`src/rtl/id_ex_stage.sv`:
```
`default_nettype none
// ============================================================================
// Module      : id_ex_stage
// Description : ID/EX pipeline register for the 5-stage 32-bit CPU, with
//               integrated load-use hazard detection. Captures decoded
//               operands, register addresses and the WB/M/EX control groups
//               from ID and presents them to EX. On a load-use hazard it
//               asserts stall_o (hold PC and IF/ID) and inserts a bubble.
//               A branch flush also inserts a bubble.
// Revision    : 1.0 - initial release
//
// Optional    : define ID_EX_PERF_EN to add bubble_cnt_o, a saturating
//               32-bit count of bubbles inserted while out of reset.
//
// Ports
//   clk_i            in   clock, all state on rising edge
//   rst_i            in   synchronous active-high reset
//   IF_ID_RSaddr_i   in   rs of instruction in ID
//   IF_ID_RTaddr_i   in   rt of instruction in ID
//   RDaddr_i         in   rd of instruction in ID
//   RSdata_i         in   register-file rs read data
//   RTdata_i         in   register-file rt read data
//   imm_i            in   sign-extended immediate
//   WB_i             in   [1]=RegWrite [0]=MemtoReg
//   M_i              in   [1]=MemRead  [0]=MemWrite
//   EX_i             in   [3]=RegDst [2]=ALUSrc [1:0]=ALUOp
//   flush_i          in   branch taken: squash ID instruction
//   ID_EX_*_o        out  registered fields presented to EX
//   ID_EX_valid_o    out  1 = real instruction, 0 = bubble
//   stall_o          out  combinational: hold PC and IF/ID this cycle
//   bubble_cnt_o     out  (ID_EX_PERF_EN only) saturating bubble count
// ============================================================================
module id_ex_stage #(
  parameter int DATA_W = 32,
  parameter int ADDR_W = 5
) (
  input  logic              clk_i,
  input  logic              rst_i,
  input  logic [ADDR_W-1:0] IF_ID_RSaddr_i,
  input  logic [ADDR_W-1:0] IF_ID_RTaddr_i,
  input  logic [ADDR_W-1:0] RDaddr_i,
  input  logic [DATA_W-1:0] RSdata_i,
  input  logic [DATA_W-1:0] RTdata_i,
  input  logic [DATA_W-1:0] imm_i,
  input  logic [1:0]        WB_i,
  input  logic [1:0]        M_i,
  input  logic [3:0]        EX_i,
  input  logic              flush_i,
  output logic [ADDR_W-1:0] ID_EX_RSaddr_o,
  output logic [ADDR_W-1:0] ID_EX_RTaddr_o,
  output logic [ADDR_W-1:0] ID_EX_RDaddr_o,
  output logic [DATA_W-1:0] ID_EX_RSdata_o,
  output logic [DATA_W-1:0] ID_EX_RTdata_o,
  output logic [DATA_W-1:0] ID_EX_imm_o,
  output logic [1:0]        ID_EX_WB_o,
  output logic [1:0]        ID_EX_M_o,
  output logic [3:0]        ID_EX_EX_o,
  output logic              ID_EX_valid_o,
  output logic              stall_o
`ifdef ID_EX_PERF_EN
  ,
  output logic [31:0]       bubble_cnt_o
`endif
);

  logic [ADDR_W-1:0] r_rs_addr;
  logic [ADDR_W-1:0] r_rt_addr;
  logic [ADDR_W-1:0] r_rd_addr;
  logic [DATA_W-1:0] r_rs_data;
  logic [DATA_W-1:0] r_rt_data;
  logic [DATA_W-1:0] r_imm;
  logic [1:0]        r_wb;
  logic [1:0]        r_m;
  logic [3:0]        r_ex;
  logic              r_valid;

  logic              w_stall;
  logic              w_bubble;

  // A load in EX whose destination (rt) is read by the ID instruction.
  // The rt compare is applied even when the ID instruction does not read rt;
  // this costs an occasional extra stall but never misses a hazard.
  // A load to register 0 never creates a dependency.
  assign w_stall = r_valid & r_m[1] & (r_rt_addr != '0) &
                   ((r_rt_addr == IF_ID_RSaddr_i) | (r_rt_addr == IF_ID_RTaddr_i));

  assign w_bubble = flush_i | w_stall;

  // Bubbles zero every field, so the forwarding unit sees no address match,
  // the hazard check sees no load, and EX/MEM sees no RegWrite/MemWrite.
  always_ff @(posedge clk_i) begin
    if (rst_i || w_bubble) begin
      r_rs_addr <= '0;
      r_rt_addr <= '0;
      r_rd_addr <= '0;
      r_rs_data <= '0;
      r_rt_data <= '0;
      r_imm     <= '0;
      r_wb      <= '0;
      r_m       <= '0;
      r_ex      <= '0;
      r_valid   <= 1'b0;
    end else begin
      r_rs_addr <= IF_ID_RSaddr_i;
      r_rt_addr <= IF_ID_RTaddr_i;
      r_rd_addr <= RDaddr_i;
      r_rs_data <= RSdata_i;
      r_rt_data <= RTdata_i;
      r_imm     <= imm_i;
      r_wb      <= WB_i;
      r_m       <= M_i;
      r_ex      <= EX_i;
      r_valid   <= 1'b1;
    end
  end

`ifdef ID_EX_PERF_EN
  localparam logic [31:0] c_CNT_MAX = 32'hFFFF_FFFF;

  logic [31:0] r_bubble_cnt;

  always_ff @(posedge clk_i) begin
    if (rst_i) begin
      r_bubble_cnt <= '0;
    end else if (w_bubble && (r_bubble_cnt != c_CNT_MAX)) begin
      r_bubble_cnt <= r_bubble_cnt + 32'd1;
    end
  end

  assign bubble_cnt_o = r_bubble_cnt;
`endif

  assign ID_EX_RSaddr_o = r_rs_addr;
  assign ID_EX_RTaddr_o = r_rt_addr;
  assign ID_EX_RDaddr_o = r_rd_addr;
  assign ID_EX_RSdata_o = r_rs_data;
  assign ID_EX_RTdata_o = r_rt_data;
  assign ID_EX_imm_o    = r_imm;
  assign ID_EX_WB_o     = r_wb;
  assign ID_EX_M_o      = r_m;
  assign ID_EX_EX_o     = r_ex;
  assign ID_EX_valid_o  = r_valid;
  assign stall_o        = w_stall;

endmodule
`default_nettype wire

```
`config.mk`:
```
export PLATFORM = sky130hd
export DESIGN_NAME = id_ex_stage
export DESIGN_NICKNAME = d
export VERILOG_FILES = /design/src/rtl/id_ex_stage.sv
export SDC_FILE = /design/constraint.sdc
export NUM_CORES = 1
export LEC_CHECK = 0
export CORE_MARGIN = 5
export CORE_UTILIZATION = 41
export CTS_CLUSTER_SIZE = 16
export DETAILED_ROUTE_END_ITERATION = 10
export PLACE_DENSITY = 0.87
export SYNTH_ARGS = -nofsm -noshare
export SYNTH_HDL_FRONTEND = slang
export SYNTH_SLANG_ARGS = --single-unit
```
`constraint.sdc`:
```
create_clock -name clk_i -period 2.8 [get_ports clk_i]
set_clock_uncertainty 0.1 [all_clocks]
set_input_delay 0.42 -clock clk_i [delete_from_list [all_inputs] [get_ports clk_i]]
set_output_delay 0.42 -clock clk_i [all_outputs]
set_load 0.03 [all_outputs]
```
==> impl_metrics.py, run 1 <==
metrics = {
    "route": {
        "drc": 0,
        "vias_per_cell": 4.62,
        "ant_nets": 0,
        "routed_wl_um": 12600,
        "drt_iter0_drc": 197,
        "wl_per_cell_um": 15.9,
        "via_count": 3656,
        "dr.pass1.iters": 4,
    },
    "grt": {
        "grt_usage_pct": 20.2,
        "busiest_layer": "met2",
        "overflow": 0,
        "gr-usage-met1_pct": 22.3,
        "globalRouteMet2Util_pct": 35.0,
        "met3_usage_pct": 8.19,
        "grt_pass1_wl_um": 20200,
        "grt_pass1_vias": 3788,
        "grt_max_degree": 121,
        "antenna_found_initial": 0,
    },
    "logic_synthesis": {
        "synth_async_sr_flop_share_pct": 0,
        "synth-compound-area-share_pct": 23.0,
        "synth_top_area_share_pct": 57.7,
        "synth_simple_gate_area_share_pct": 11.5,
        "synthXorXnorAreaFrac_pct": 2.10,
        "ys.flop_type": "dfxtp_1",
        "synthTopCellsByCount": "nand2_1 (121), dfxtp_1 (120), a21oi_2 (90)",
        "syn_avg_cell_area_um2": 9.98,
        "synth_cells": 417,
        "yosysTopAreaCell": "dfxtp_1",
        "synth_area_um2": 4160,
        "synth_top_family_by_area": "compound AO/OA/AOI/OAI gates",
        "synth_area_leaders": "dfxtp_1 (58%), a21oi_2 (19%), nand2_1 (11%)",
        "ys_warn_count": 0,
        "synth-seq-cells": 120,
        "synthDistinctLibCells": 15,
        "synth_edf_count": 0,
        "synthesis.nets": 539,
        "yosysSeqAreaShare_pct": 57.7,
        "synthMuxAreaShare_pct": 0,
        "yosysMostFrequentCell": "nand2_1",
        "synth-adder-area-share_pct": 0,
    },
    "timing": {
        "hold_slack_ns": 0.351,
        "period_share_pct": 86.2,
        "clock.fmax_ghz": 0.414,
        "setup_viol_count_final": 0,
        "rsz0062_at_grt": "false",
        "final-hold-violation-count": 0,
        "tns_ns": 0,
        "worstMarginPinSlew_ns": 0.749,
        "period_needed_ns": 2.41,
        "slew_violations": 0,
        "maxSlewHeadroom_pct": 50.1,
    },
    "setup_path": {
        "worst_ep_required_time_ns": 2.28,
        "slowest_delay_ns": 0.39,
        "cp_max_fo": 4,
        "r2r_end": "ID_EX_RSdata_o[11]",
        "end_kind": "output port",
        "worstPathArrival_ns": 1.89,
        "critPathLaunchType": "flip-flop",
        "ff2ff_path_depth": 4,
        "worstSetupPathType": "reg2out",
        "critPathBufInv": 1,
        "worstPathCellList": "or3_1, o311a_4, and2_1, buf_4",
        "critPathSlowestCell": "or3_1",
        "regToRegStartpoint": "ID_EX_RTaddr_o[2]",
        "worst-r2r-setup-slack_ns": 0.95,
        "path_delay_family": "simple AND/OR/NAND/NOR gates",
    },
    "layout": {
        "multi_input_area_um2": 1560,
        "fin_area_um2": 7240,
        "drive_gt1_share_pct": 20.1,
        "fin_nets": 767,
        "final_util_pct": 73.8,
        "syn_to_final_growth_pct": 74.0,
        "layout.cells.non_filler": 791,
        "diodes": 0,
        "seq_area_um2": 2400,
        "fillCellCount": 670,
    },
    "placement": {
        "place_area_um2": 6640,
        "dp_cells": 759,
        "portBuffers": 242,
        "hpwl_um": 8910,
        "gp_congestion": 0.762,
    },
    "power": {
        "p_leak_nw": 2.66,
        "power_density_nw_per_um2": 639,
        "peakVddDrop_mv": 0.435,
    },
    "clock_tree": {
        "clk_latency_ns": 0.49,
        "cts_root_buffer": "clkbuf_8",
        "clockBufferDepth": 2,
        "clkTransAtPathRegs_ns": 0.06,
        "cts.sinks": 120,
        "numCtsBuffers": 17,
        "post_cts_resized": 0,
        "cts_hold_buf": 0,
        "cts_tree": "built",
        "cts_max_level": 4,
        "postCtsSetupBuffers": 0,
    },
    "die": {
        "start_util_pct": 42.4,
        "die_area_um2": 12300,
        "rows": 36,
        "core_area_um2": 9820,
        "die_h_um": 111,
        "top_level_ports": 243,
        "dieWidth_um": 111,
    },
    "status": {
        "status": "finished, final reports clean",
    },
    "min_path": {
        "hp-class": "in2reg",
        "min_path_cells": 3,
        "holdCritStartpoint": "EX_i[1]",
        "min_to": "ID_EX_EX_o[1]",
    },
    "flow_run": {
        "maxCapViolations": 0,
    },
}
worst min-delay path: stages:
cell and delay [ns]:
clkdlybuf4s50_1 0.39, nand2_1 0.05, a21oi_1 0.03
area by class of cell:
type	count	share of cell area [%]
Timing Repair Buffer	248	34.7
Sequential cell	120	33.2
Multi-Input combinational cell	258	21.5
Clock buffer	18	5.91
Clock inverter	14	2.40
Tap cell	133	2.30
report_power, final:
| part | total [mW] | switching (mW) | internal, mW |
|---|---|---|---|
| combinational | 0.646 | 0.324 | 0.323 |
| sequential | 1.80 | 0.0230 | 1.78 |
| clock | 2.18 | 0.798 | 1.39 |
| total | 4.63 | 1.14 | 3.49 |
sequential cells by signal, indices dropped and copies added, names as in the netlist, 2 cells and up:
| register | flops |
|---|---|
| ID_EX_RSdata_o | 32 |
| ID_EX_RTdata_o | 32 |
| ID_EX_imm_o | 32 |
| ID_EX_RDaddr_o | 5 |
| ID_EX_RSaddr_o | 5 |
| ID_EX_RTaddr_o | 5 |
| ID_EX_EX_o | 4 |
| ID_EX_M_o | 2 |
| ID_EX_WB_o | 2 |
how the worst max path moves through the flow:
stage / from / endpoint / slack [ns] / cells after the start
after global routing: ID_EX_RTaddr_o[2] / stall_o / 0.29 / 4
final: ID_EX_RTaddr_o[2] / stall_o / 0.39 / 4
after global placement: IF_ID_RSaddr_i[4] / ID_EX_valid_o / 0.56 / 7
after detailed placement: IF_ID_RSaddr_i[0] / ID_EX_valid_o / 0.49 / 7
after CTS: ID_EX_RTaddr_o[2] / stall_o / 0.35 / 4
after floorplan: ID_EX_RTaddr_o[2] / stall_o / 0.72 / 4
per-layer routing:
| layer | part of all wire (%) | up-vias |
|---|---|---|
| met5 | 0 | - |
| met4 | 2.6 | 0 |
| met3 | 8.3 | 20 |
| met2 | 50 | 160 |
| met1 | 39 | 1661 |
| li1 | - | 1815 |
cells by family (layout without fill, tap and decap cells):
kind of cell | count (synthesis) | count (layout)
AOI/OAI and AO/OA | 122 | 122
buffers and inverters | 39 | 280
DFF | 120 | 120
xor gates and xnor gates | 10 | 10
and+or+nand+nor | 126 | 126
per-stage QoR:
stage	power [mW]	setup slack [ns]
after CTS	4.66	0.348
after global placement	2.47	0.557
after global routing	4.79	0.294
after detailed placement	2.48	0.486
final	4.63	0.387
after floorplan	2.13	0.723
layout by cell type, fill, tap and decap left out:
master	instances
or3_1	1
clkbuf_8	2
a21oi_1	29
clkinv_2	2
inv_6	2
a21oi_2	90
nand2_1	121
xnor2_1	10
clkinv_4	3
buf_4	3
dfxtp_1	120
bufinv_16	3
o22ai_4	1
clkdlybuf4s50_1	241
nand3_1	2
and2_1	1
clkinvlp_4	4
buf_12	4
o311a_4	1
a21boi_0	1
clkbuf_16	16
nor2_4	1
Power figures use the tool's default switching activity.
==> run 2: changes to the inputs <==
- CTS_CLUSTER_DIAMETER: default -> 150
==> results of run 2 <==
Same layout as run 1: the final DEF is identical, and so are final timing and power.
==> run 3: changes to the inputs <==
- CAP_MARGIN: default -> 20
==> results of run 3 <==
Same layout as run 1: the final DEF is identical, and so are final timing and power.
